===== src/rtl/sample_window_counter_if.sv =====
// Control/status bundle between the sample front end and the window counter.
// master drives the commands, slave (the counter) returns count and status.
`timescale 1ns/1ps
interface sample_window_counter_if #(
  parameter int CNT_BITS = 10
);
  logic                clear;
  logic                start;
  logic                cnt_up;
  logic                mode;
  logic                len_load;
  logic [CNT_BITS-1:0] len_in;
  logic [CNT_BITS-1:0] count;
  logic                window_done;
  logic                busy;
  logic                held;
  logic                overrun;

  modport master (
    output clear, start, cnt_up, mode, len_load, len_in,
    input  count, window_done, busy, held, overrun
  );

  modport slave (
    input  clear, start, cnt_up, mode, len_load, len_in,
    output count, window_done, busy, held, overrun
  );
endinterface


===== src/rtl/sample_window_counter.sv =====
// Sample-window counter with programmable length, continuous or one-shot windows.
// Define SAMPLE_WINDOW_OVR_EN to build the sticky dropped-sample (overrun) detector.
`timescale 1ns/1ps
module sample_window_counter #(
  parameter int CNT_BITS    = 10,
  parameter int DEFAULT_LEN = 1000
) (
  input logic                     clk,
  input logic                     n_rst,
  sample_window_counter_if.slave  bus
);

  typedef enum logic [1:0] {IDLE, COUNT, HOLD} state_t;

  localparam logic [CNT_BITS-1:0] LP_DEFAULT_LEN = CNT_BITS'(DEFAULT_LEN);
  localparam logic [CNT_BITS-1:0] LP_ONE         = CNT_BITS'(1);

  state_t              r_state;
  logic [CNT_BITS-1:0] r_count;
  logic [CNT_BITS-1:0] r_win_len;
  logic                r_mode_q;
  logic                r_done;
  logic                r_busy;
  logic                r_held;
  logic                w_last;

  // win_len is never 0, so win_len-1 cannot underflow
  assign w_last = (r_count == (r_win_len - LP_ONE));

  always_ff @(posedge clk or negedge n_rst) begin
    if (!n_rst) begin
      r_state   <= IDLE;
      r_count   <= '0;
      r_win_len <= LP_DEFAULT_LEN;
      r_mode_q  <= 1'b0;
      r_done    <= 1'b0;
      r_busy    <= 1'b0;
      r_held    <= 1'b0;
    end else begin
      r_done <= 1'b0;
      if (bus.clear) begin
        r_state <= IDLE;
        r_count <= '0;
        r_busy  <= 1'b0;
        r_held  <= 1'b0;
      end else if (bus.start) begin
        // also restarts a running window; the coincident sample is dropped
        r_state  <= COUNT;
        r_count  <= '0;
        r_mode_q <= bus.mode;
        r_busy   <= 1'b1;
        r_held   <= 1'b0;
      end else begin
        case (r_state)
          IDLE: begin
            if (bus.len_load)
              r_win_len <= (bus.len_in == '0) ? LP_ONE : bus.len_in;
          end
          COUNT: begin
            if (bus.cnt_up) begin
              if (w_last) begin
                r_count <= '0;
                r_done  <= 1'b1;
                if (r_mode_q) begin
                  r_state <= HOLD;
                  r_busy  <= 1'b0;
                  r_held  <= 1'b1;
                end
              end else begin
                r_count <= r_count + LP_ONE;
              end
            end
          end
          HOLD: begin
            r_count <= '0;
          end
          default: begin
            r_state <= IDLE;
            r_busy  <= 1'b0;
            r_held  <= 1'b0;
          end
        endcase
      end
    end
  end

`ifdef SAMPLE_WINDOW_OVR_EN
  logic r_overrun;

  // a sample arriving while not counting is lost; start/clear acknowledge it
  always_ff @(posedge clk or negedge n_rst) begin
    if (!n_rst)
      r_overrun <= 1'b0;
    else if (bus.clear || bus.start)
      r_overrun <= 1'b0;
    else if (bus.cnt_up && (r_state != COUNT))
      r_overrun <= 1'b1;
  end

  assign bus.overrun = r_overrun;
`else
  assign bus.overrun = 1'b0;
`endif

  assign bus.count       = r_count;
  assign bus.window_done = r_done;
  assign bus.busy        = r_busy;
  assign bus.held        = r_held;

endmodule


===== src/flat_wrapper.sv =====
// flat-port wrapper written by rule: the top's interface ports become plain ports
module sample_window_counter_flat 
#(
  parameter int CNT_BITS    = 10,
  parameter int DEFAULT_LEN = 1000
)
  (clk, n_rst, bus_clear, bus_start, bus_cnt_up, bus_mode, bus_len_load, bus_len_in, bus_count, bus_window_done, bus_busy, bus_held, bus_overrun);
  sample_window_counter_if #(.CNT_BITS(CNT_BITS)) bus_i ();
  input logic clk;
  input logic n_rst;
  input wire logic [$bits(bus_i.clear)-1:0] bus_clear;
  input wire logic [$bits(bus_i.start)-1:0] bus_start;
  input wire logic [$bits(bus_i.cnt_up)-1:0] bus_cnt_up;
  input wire logic [$bits(bus_i.mode)-1:0] bus_mode;
  input wire logic [$bits(bus_i.len_load)-1:0] bus_len_load;
  input wire logic [$bits(bus_i.len_in)-1:0] bus_len_in;
  output wire logic [$bits(bus_i.count)-1:0] bus_count;
  output wire logic [$bits(bus_i.window_done)-1:0] bus_window_done;
  output wire logic [$bits(bus_i.busy)-1:0] bus_busy;
  output wire logic [$bits(bus_i.held)-1:0] bus_held;
  output wire logic [$bits(bus_i.overrun)-1:0] bus_overrun;
  assign bus_i.clear = bus_clear;
  assign bus_i.start = bus_start;
  assign bus_i.cnt_up = bus_cnt_up;
  assign bus_i.mode = bus_mode;
  assign bus_i.len_load = bus_len_load;
  assign bus_i.len_in = bus_len_in;
  assign bus_count = bus_i.count;
  assign bus_window_done = bus_i.window_done;
  assign bus_busy = bus_i.busy;
  assign bus_held = bus_i.held;
  assign bus_overrun = bus_i.overrun;
  sample_window_counter #(.CNT_BITS(CNT_BITS), .DEFAULT_LEN(DEFAULT_LEN)) u_core (.clk(clk), .n_rst(n_rst), .bus(bus_i));
endmodule

===== config.mk =====
export PLATFORM = sky130hd
export DESIGN_NAME = sample_window_counter_flat
export DESIGN_NICKNAME = d
export VERILOG_FILES = /design/src/rtl/sample_window_counter_if.sv /design/src/rtl/sample_window_counter.sv /design/src/flat_wrapper.sv
export SDC_FILE = /design/constraint.sdc
export NUM_CORES = 1
export LEC_CHECK = 0
export BUFFER_PORTS_ARGS = -buffer_cell sky130_fd_sc_hd__buf_4
export CORE_ASPECT_RATIO = 1.1
export CORE_MARGIN = 2
export CORE_UTILIZATION = 55
export DETAILED_ROUTE_END_ITERATION = 12
export HOLD_SLACK_MARGIN = 0.12
export PLACE_DENSITY = 0.76
export SLEW_MARGIN = 40
export SYNTH_ARGS = -nofsm -noshare
export SYNTH_HDL_FRONTEND = slang
export SYNTH_SLANG_ARGS = --single-unit

===== constraint.sdc =====
create_clock -name clk -period 6.06 [get_ports clk]
set_input_delay 0.606 -clock clk [delete_from_list [all_inputs] [get_ports clk]]
set_output_delay 0.606 -clock clk [all_outputs]
set_load 0.02 [all_outputs]

# Word level (Yosys, flattened, before mapping)
# Cells that the tools add are included.
# classes
add_sub_neg	2
eq_ne	7
n_mux	29
n_bitwise	2
reduce_logical	8
# ops
op	count
$mux 10	5
$pmux 10 s2	1
$mux 1	15
$add 10x1->10 const B	1
$eq 10x10->1	1
$logic_not 10->1	1
$mux 2	5
$sub 10x1->10 const B	1
$ne 4x3->1 const B	2
$reduce_and 4->1	2
$ne 4x4->1 const B	1
$pmux 1 s2	2
$pmux 2 s2	1
$reduce_and 2->1	2
$reduce_bool 4->1	1
$ne 3x1->1 const B	1
$eq 2x1->1 const B	1
$eq 2x2->1 const B	1
$logic_not 2->1	1
$not 1->1	2
$reduce_or 2->1	1
# totals
register_bits	26
wordCells	55

# Depth between registers and ports, before layout
# Gate-level depths: netlist (run 1).
# depth
ltp_word	7
depth_mapped	9

# Worst setup path after synthesis (run 1)
# No wires, ideal clock.
# synth_timing
path_kind	register to register
startpoint	register u_core.r_win_len[2]
endpoint	register u_core.r_count[4] (netlist: u_core.bus.count[4])
setup_ns	0.064
arrival_ns	2.206
required_time_ns	5.996
setup_slack_ns	3.789
stages_incl_launch_ff	8
cell_sequence	dfrtp_1 or3_4 or3_4 o211a_1 or3_4 buf_6 a221oi_2 a21o_1
# synth_between
elab_chain_len	7
# synth_lines
item	line_no	source
start: declaration	sample_window_counter.sv:20	logic [CNT_BITS-1:0] r_win_len;
start signal: assignment	sample_window_counter.sv:57	r_win_len <= (bus.len_in == '0) ? LP_ONE : bus.len_in;
$sub 10x1->10	sample_window_counter.sv:28	assign w_last = (r_count == (r_win_len - LP_ONE));
$eq 10x10->1	sample_window_counter.sv:28	
$mux 10	sample_window_counter.sv:61	if (w_last) begin
$mux 10	sample_window_counter.sv:60	if (bus.cnt_up) begin
$pmux 10 s2	sample_window_counter.sv:54	case (r_state)
$mux 10	sample_window_counter.sv:46	end else if (bus.start) begin
$mux 10	sample_window_counter.sv:41	if (bus.clear) begin
end signal: assignment	sample_window_counter.sv:70	r_count <= r_count + LP_ONE;
end: declaration	sample_window_counter.sv:19	logic [CNT_BITS-1:0] r_count;
# Every way passes these cells. The select of a mux whose other input is x is not followed.
# A chain may end at the register's enable or synchronous reset.

# Worst setup path in the final report (run 1)
# layout_timing
startpoint	register u_core.r_win_len[0]
endpoint	register u_core.r_count[0] (netlist: u_core.bus.count[0])
# The elaborated chain is that of the path after synthesis.

==> flow_summary.yaml, run 1 <==
outcome:
  status: "finished clean"
sta:
  clock_skew_ns: 0.00130
  finalMaxSlewViolations: 0
  setup_viol: 0
  period_share_pct: 43.3
  fmax_mhz: 381
  final.min_clock_period_ns: 2.63
  hold_violations: 0
  rsz0062_at_grt: "no"
  tns_ns: 0
  hold_ws_ns: 0.167
setup_path:
  worst_setup_path_end_kind: "register"
  rr_worst_depth: 7
  start_kind: "register"
  path_class: "register to register"
  crit_arrival_ns: 2.84
  rrSetupSlack_ns: 3.43
  critPathRequiredTime_ns: 6.28
  r2r_end: "u_core.bus.count[0]$_DFFE_PN0P_"
  r2r_start: "u_core.r_win_len[0]$_DFFE_PN0P_"
  path_max_fanout: 7
clock_tree:
  clockBufferDepth: 2
  cts_resized: 0
  cts_setup_buffers: 0
  cts_sinks: 24
  worstSkewPairLatency_ns: 0.31
  cts_tree: "done"
  cts_buffers: 3
  clk_pin_slew_ns: 0.13
  cts_root_buf: "clkbuf_4"
  h-tree-depth: 1
  hold_buffers: 0
synth:
  ys_seq_area_share_pct: 37.3
  synthCells: 162
  yosys_warnings: 0
  yosys-top-cells-area: "dfrtp_1 (28%), dfstp_2 (9.7%), mux2_2 (6.2%), a221oi_2 (5.5%), xnor2_1 (5.4%)"
  synth.distinct_cells: 44
  synth_seq_cells: 24
  syn_area_sq_um: 1630
  yosysTopAreaCellShare_pct: 27.6
  synth_most_common_cell: "dfrtp_1"
  ys_async_sr_fraction_pct: 100
  synth_edf_count: 0
  yosysTopAreaCell: "dfrtp_1"
  yosys-top-cells-count: "dfrtp_1 (18), xnor2_1 (10), mux2_2 (9), a21o_1 (8), nand2_1 (8)"
  ys.flop_type: "dfrtp_1"
  syn-num-nets: 184
  syn_area_per_cell_sq_um: 10.1
power:
  p_leak_nw: 0.836
  peakVddDrop_mv: 0.164
  p_per_area_nw_per_um2: 226
floorplanning:
  pin_count: 31
  initial_core_util_pct: 58.2
  dieArea_sq_um: 3420
  die_w_um: 55.9
  core_sq_um: 2800
  num_rows: 20
  die_h_um: 61.1
job:
  max-cap-violations: 0
grt:
  grt_overflow: 0
  grt_first_pass_wirelength_um: 6100
  grt_pass1_vias: 1331
  track_usage_pct: 22.7
  antenna_found_initial: 0
  grt_max_degree: 25
final_layout:
  syn_to_final_growth_pct: 15.3
  regArea_sq_um: 608
  diodes: 0
  multi_input_area_sq_um: 942
  finalNonFillerCells: 220
  fill_cells: 235
  fin_util_pct: 67.1
  drive_gt1_share_pct: 34.2
  final_nets: 210
route:
  route.detailed.drc: 0
  viasPerCell: 6.27
  ant_nets: 0
  vias: 1379
  drt_iter0_drc: 46
  wl_per_cell_um: 16.3
  routed_wl_um: 3580
  drt-pass1-iter-count: 4
place:
  dp_cells: 215
  gp_congestion: 0.887
  port_buffers: 29
  hpwl_um: 2710
worst_hold_path:
  hold_path_class: "primary input to async pin"
sequential cells by signal, indices dropped and copies added, names as in the netlist:
register                flops
u_core.bus.count           10
u_core.bus.window_done      1
u_core.r_state              1
u_core.r_win_len           10
u_core.bus.held             1
u_core.r_mode_q             1
placed cells by master (no fill, tap or decap), drive strengths merged, types with 2 or more instances in the layout:
cell | synthesis | layout
xnor2 | 10 | 10
ha | 5 | 5
a221oi | 7 | 7
nor2 | 7 | 7
dfrtp | 18 | 18
o31a | 2 | 2
or3 | 4 | 4
nand2 | 8 | 8
xor2 | 5 | 5
or4 | 2 | 2
a21oi | 5 | 5
nor3 | 2 | 2
or2 | 3 | 3
nand3b | 2 | 2
and3 | 5 | 5
mux2 | 9 | 9
clkbuf | 3 | 4
inv | 7 | 7
nand3 | 7 | 7
nor3b | 3 | 3
a21o | 8 | 8
a211oi | 2 | 2
nor4 | 5 | 5
buf | 6 | 30
dfstp | 6 | 6
o21ai | 5 | 5
nand4 | 3 | 3
nand2b | 4 | 4
layout make-up:
type | count | area share (%)
inverter | 7 | 1.40
timing repair buffer | 30 | 12.0
multi-input combinational | 122 | 50.1
clock buffer | 4 | 1.93
sequential | 24 | 32.4
tap | 33 | 2.20
kinds of logic (layout without fill, tap and decap cells):
kind of cell / Yosys count / after routing / synth area share (%)
and+or+nand+nor: 57 / 57 / 21.5
AOI/OAI and AO/OA: 35 / 35 / 18.0
DFF: 24 / 24 / 37.3
buffers and inverters: 16 / 41 / 4.91
xor gates and xnor gates: 15 / 15 / 8.06
muxes: 9 / 9 / 6.22
adders and majority gates: 5 / 5 / 3.84
other: 1 / 1 / 0.230
per-stage QoR:
| stage | total power [mW] | worst slack, ns | cell area (sq um) |
|---|---|---|---|
| final | 0.424 | 3.43 | 1880 |
| after global routing | 0.451 | 3.24 | 1880 |
| after CTS | 0.425 | 3.30 | 1870 |
| after detailed placement | 0.341 | 3.31 | 1840 |
| after global placement | 0.335 | 3.39 | 1840 |
| after floorplan | 0.308 | 3.79 | 1630 |
layer usage:
layer	vias up	track usage, %	routed length [um]
met5	-	0	0
met4	0	7.82	53
met3	8	2.31	128
met2	43	43.0	1850
met1	681	27.7	1550
li1	647	-	-
power by group:
group	leakage, nW	switching [mW]	total [mW]	internal, mW
clock network	0.0210	0.0476	0.0843	0.0367
logic	0.513	0.0673	0.129	0.0614
registers	0.302	0.0249	0.211	0.186
total	0.836	0.140	0.424	0.285
how the worst max path moves through the flow:
stage                                          from  depth (start not counted)  slack, ns                         endpoint
global route        u_core.r_win_len[0]$_DFFE_PN0P_                          9       3.24  u_core.bus.count[0]$_DFFE_PN0P_
global placement    u_core.r_win_len[0]$_DFFE_PN0P_                          6       3.39  u_core.bus.count[0]$_DFFE_PN0P_
detailed placement  u_core.r_win_len[0]$_DFFE_PN0P_                          6       3.31  u_core.bus.count[0]$_DFFE_PN0P_
finish              u_core.r_win_len[0]$_DFFE_PN0P_                          7       3.43  u_core.bus.count[0]$_DFFE_PN0P_
CTS                 u_core.r_win_len[0]$_DFFE_PN0P_                          6       3.30  u_core.bus.count[0]$_DFFE_PN0P_
floorplan           u_core.r_win_len[2]$_DFFE_PN0P_                          7       3.79  u_core.bus.count[4]$_DFFE_PN0P_
worst max-delay path, stage by stage (launching register included):
cell and delay [ns]:
dfrtp_1 0.45, or4_1 0.51, nor4_1 0.27, xnor2_1 0.17
nor4_4 0.50, buf_4 0.26, a21oi_1 0.09, mux2_2 0.28
Power figures use the tool's default switching activity.
==> run 2: changes to the inputs <==
--- a/config.mk
+++ b/config.mk
@@ -5,6 +5,7 @@
 export SDC_FILE = /design/constraint.sdc
 export NUM_CORES = 1
 export LEC_CHECK = 0
+export ABC_AREA = 1
 export BUFFER_PORTS_ARGS = -buffer_cell sky130_fd_sc_hd__buf_4
 export CORE_ASPECT_RATIO = 1.1
 export CORE_MARGIN = 2
==> constraint.sdc (replaced) <==
create_clock -name clk -period 2.6 [get_ports clk]
set_input_delay 0.26 -clock clk [delete_from_list [all_inputs] [get_ports clk]]
set_output_delay 0.26 -clock clk [all_outputs]
set_load 0.02 [all_outputs]
==> run 2 against run 1 <==
  * Global-route usage grew 0.27 points
  * Die area grew 0.86%
  * Power grew 130%
  * First-iteration DRC count shrank 26%
  * Count of clock-buffer cells in the layout is the same
  * Critical path depth grew 1
  * Worst hold slack gained 0.013 ns
  * Clock power grew 100%
  * Critical path type unchanged
==> flow_summary.yaml, run 2 <==
worst_hold_path:
  hold_depth: 3
  hold_path_class: "primary input to register"
  hp-start: "bus_len_in[3]"
  whs_endpoint: "u_core.r_win_len[3]$_DFFE_PN1P_"
floorplanning:
  initial_core_util_pct: 58.7
  die_h_um: 61.4
  die_w_um: 56.2
  dieArea_sq_um: 3450
  core_sq_um: 2800
  pin_count: 31
  num_rows: 20
place:
  gp_congestion: 0.875
  dp_cells: 269
  port_buffers: 29
  place_ws_ns: 0.669
  hpwl_um: 2790
job:
  max-cap-violations: 0
final_layout:
  final_cell_mix: "nand2_1 (55), buf_4 (30), inv_1 (26), dfrtp_1 (18), nor2_1 (15)"
  final_nets: 264
  final_common_cell: "nand2_1"
  diodes: 0
  drive_gt1_share_pct: 29.0
  fill_cells: 235
  fin_util_pct: 69.0
  syn_to_final_growth_pct: 17.5
  finalNonFillerCells: 274
setup_path:
  crit_start: "u_core.bus.held$_DFFE_PN0P_"
  rr_worst_depth: 8
  worst_setup_path_end_kind: "register"
  critPathRequiredTime_ns: 2.86
  r2r_end: "u_core.bus.count[7]$_DFFE_PN0P_"
  rrSetupSlack_ns: 0.64
  path_max_fanout: 11
  crit_arrival_ns: 2.22
  r2r_start: "u_core.bus.held$_DFFE_PN0P_"
  start_kind: "register"
  path_class: "register to register"
synth:
  yosys-top-cells-area: "dfrtp_1 (27%), nand2_1 (13%), dfstp_2 (9.6%), inv_1 (5.9%), xor2_1 (5.3%)"
  synthAdderAreaFrac_pct: 3.80
  yosysTopAreaCell: "dfrtp_1"
  synth_xor_area_share_pct: 7.45
  yosys-top-cells-count: "nand2_1 (55), inv_1 (26), dfrtp_1 (18), nor2_1 (15)"
  syn-num-nets: 231
  synthSimpleGateAreaFrac_pct: 32.2
  ys_seq_area_share_pct: 37.0
  synth_seq_cells: 24
  yosys_warnings: 0
  synth_edf_count: 0
  syn_area_sq_um: 1650
  synthCells: 209
  synth.distinct_cells: 34
  muxShareOfSynthArea_pct: 1.37
  ys.flop_type: "dfrtp_1"
  syn_area_per_cell_sq_um: 7.87
  synth_most_common_cell: "nand2_1"
  synth_compound_area_share_pct: 10.2
  ys_async_sr_fraction_pct: 100
  synth_top_family_by_area: "simple AND/OR/NAND/NOR gates"
  yosysTopAreaCellShare_pct: 27.4
route:
  wl_per_cell_um: 12.6
  ant_nets: 0
  drt-pass1-iter-count: 4
  viasPerCell: 5.15
  routed_wl_um: 3460
  route.detailed.drc: 0
  vias: 1411
  drt_iter0_drc: 34
grt:
  track_usage_pct: 23.0
  grt_max_degree: 25
  grt_pass1_vias: 1421
  grt_first_pass_wirelength_um: 6120
  antenna_found_initial: 0
  grt_overflow: 0
power:
  p_leak_nw: 0.950
  total_power_mw: 0.994
  p_per_area_nw_per_um2: 514
  peakVddDrop_mv: 0.486
clock_tree:
  cts_sinks: 24
  cts_tree: "done"
  worstSkewPairLatency_ns: 0.32
  clockBufferDepth: 2
  cts_setup_buffers: 0
  clk_pin_slew_ns: 0.13
  cts_root_buf: "clkbuf_4"
  cts_buffers: 3
  h-tree-depth: 1
sta:
  setup_viol: 0
  period_share_pct: 75.3
  relSlewSlack_pct: 54.8
  fmax_mhz: 511
  clock_skew_ns: 0.00603
  setup_ws_ns: 0.641
  tns_ns: 0
  max_slew.worst_pin.slew_ns: 0.673
  rsz0062_at_grt: "no"
  hold_violations: 0
  finalMaxSlewViolations: 0
  final.min_clock_period_ns: 1.96
outcome:
  status: "finished clean"
-- run 2: cell types whose count changed after synthesis, sizes merged, moves of 4 or more --
cell	change
xnor2	-6
nand2b	-4
mux2	-7
inv	+23
xor2	+5
a21o	-8
nor4	-4
o21ai	+13
nor2	+15
or3	-4
buf	-5
and3	-5
a221oi	-7
nand2	+52
-- run 2: kinds of logic after synthesis --
family	Yosys count
adder cells (fa/ha/maj)	5
buffers and inverters	33
multiplexers	2
AND/OR/NAND/NOR	105
AO/OA/AOI/OAI	25
flip-flops	24
XOR/XNOR	14
other	1
-- run 2: timing repair --
action | 4_1_cts | 5_1_grt
hold endpoints to repair | 24 | 0
hold buffers | 1 | 0
resized for setup | 0 | 0
-- run 2: how the worst max path moves through the flow --
stage / cells past startpoint / endpoint
detailed placement: 8 / u_core.bus.count[5]$_DFFE_PN0P_
floorplan: 7 / u_core.bus.count[0]$_DFFE_PN0P_
finish: 8 / u_core.bus.count[7]$_DFFE_PN0P_
global placement: 8 / u_core.bus.count[4]$_DFFE_PN0P_
global route: 8 / u_core.bus.count[9]$_DFFE_PN0P_
CTS: 8 / u_core.bus.count[5]$_DFFE_PN0P_
-- run 2: power by group --
| part | total [mW] | internal (mW) | switching [mW] |
|---|---|---|---|
| combinational | 0.341 | 0.136 | 0.204 |
| sequential | 0.482 | 0.431 | 0.0509 |
| clock | 0.172 | 0.0600 | 0.112 |
-- run 2: final cells by class --
type | instances | area [sq um] | area share [%]
inverter | 30 | 113 | 5.83
multi-input combinational | 152 | 910 | 47.1
tap | 33 | 41.3 | 2.14
timing repair buffer | 31 | 235 | 12.2
clock buffer | 4 | 26.3 | 1.36
sequential | 24 | 608 | 31.5
-- run 2: layer usage --
layer | track usage (%) | wire length (um) | up-vias
li1 | - | - | 718
met4 | 12.2 | 76 | 0
met1 | 27.5 | 1550 | 656
met2 | 41.7 | 1720 | 30
met5 | 0 | 0 | -
met3 | 2.52 | 124 | 7
-- run 2: critical path, stage by stage (launching register included) --
cell,delay (ns)
dfrtp_1,0.41
inv_1,0.10
ha_1,0.22
nand2_1,0.10
o22ai_1,0.07
buf_4,0.17
nor3_1,0.53
nand2_8,0.15
o21ai_2,0.14
-- run 2: through the flow --
| stage | area (sq um) | hold slack [ns] |
|---|---|---|
| floorplan | 1650 | -0.0356 |
| global placement | 1900 | 0.167 |
| detailed placement | 1900 | 0.178 |
| CTS | 1930 | 0.178 |
| global route | 1930 | 0.183 |
| finish | 1930 | 0.179 |
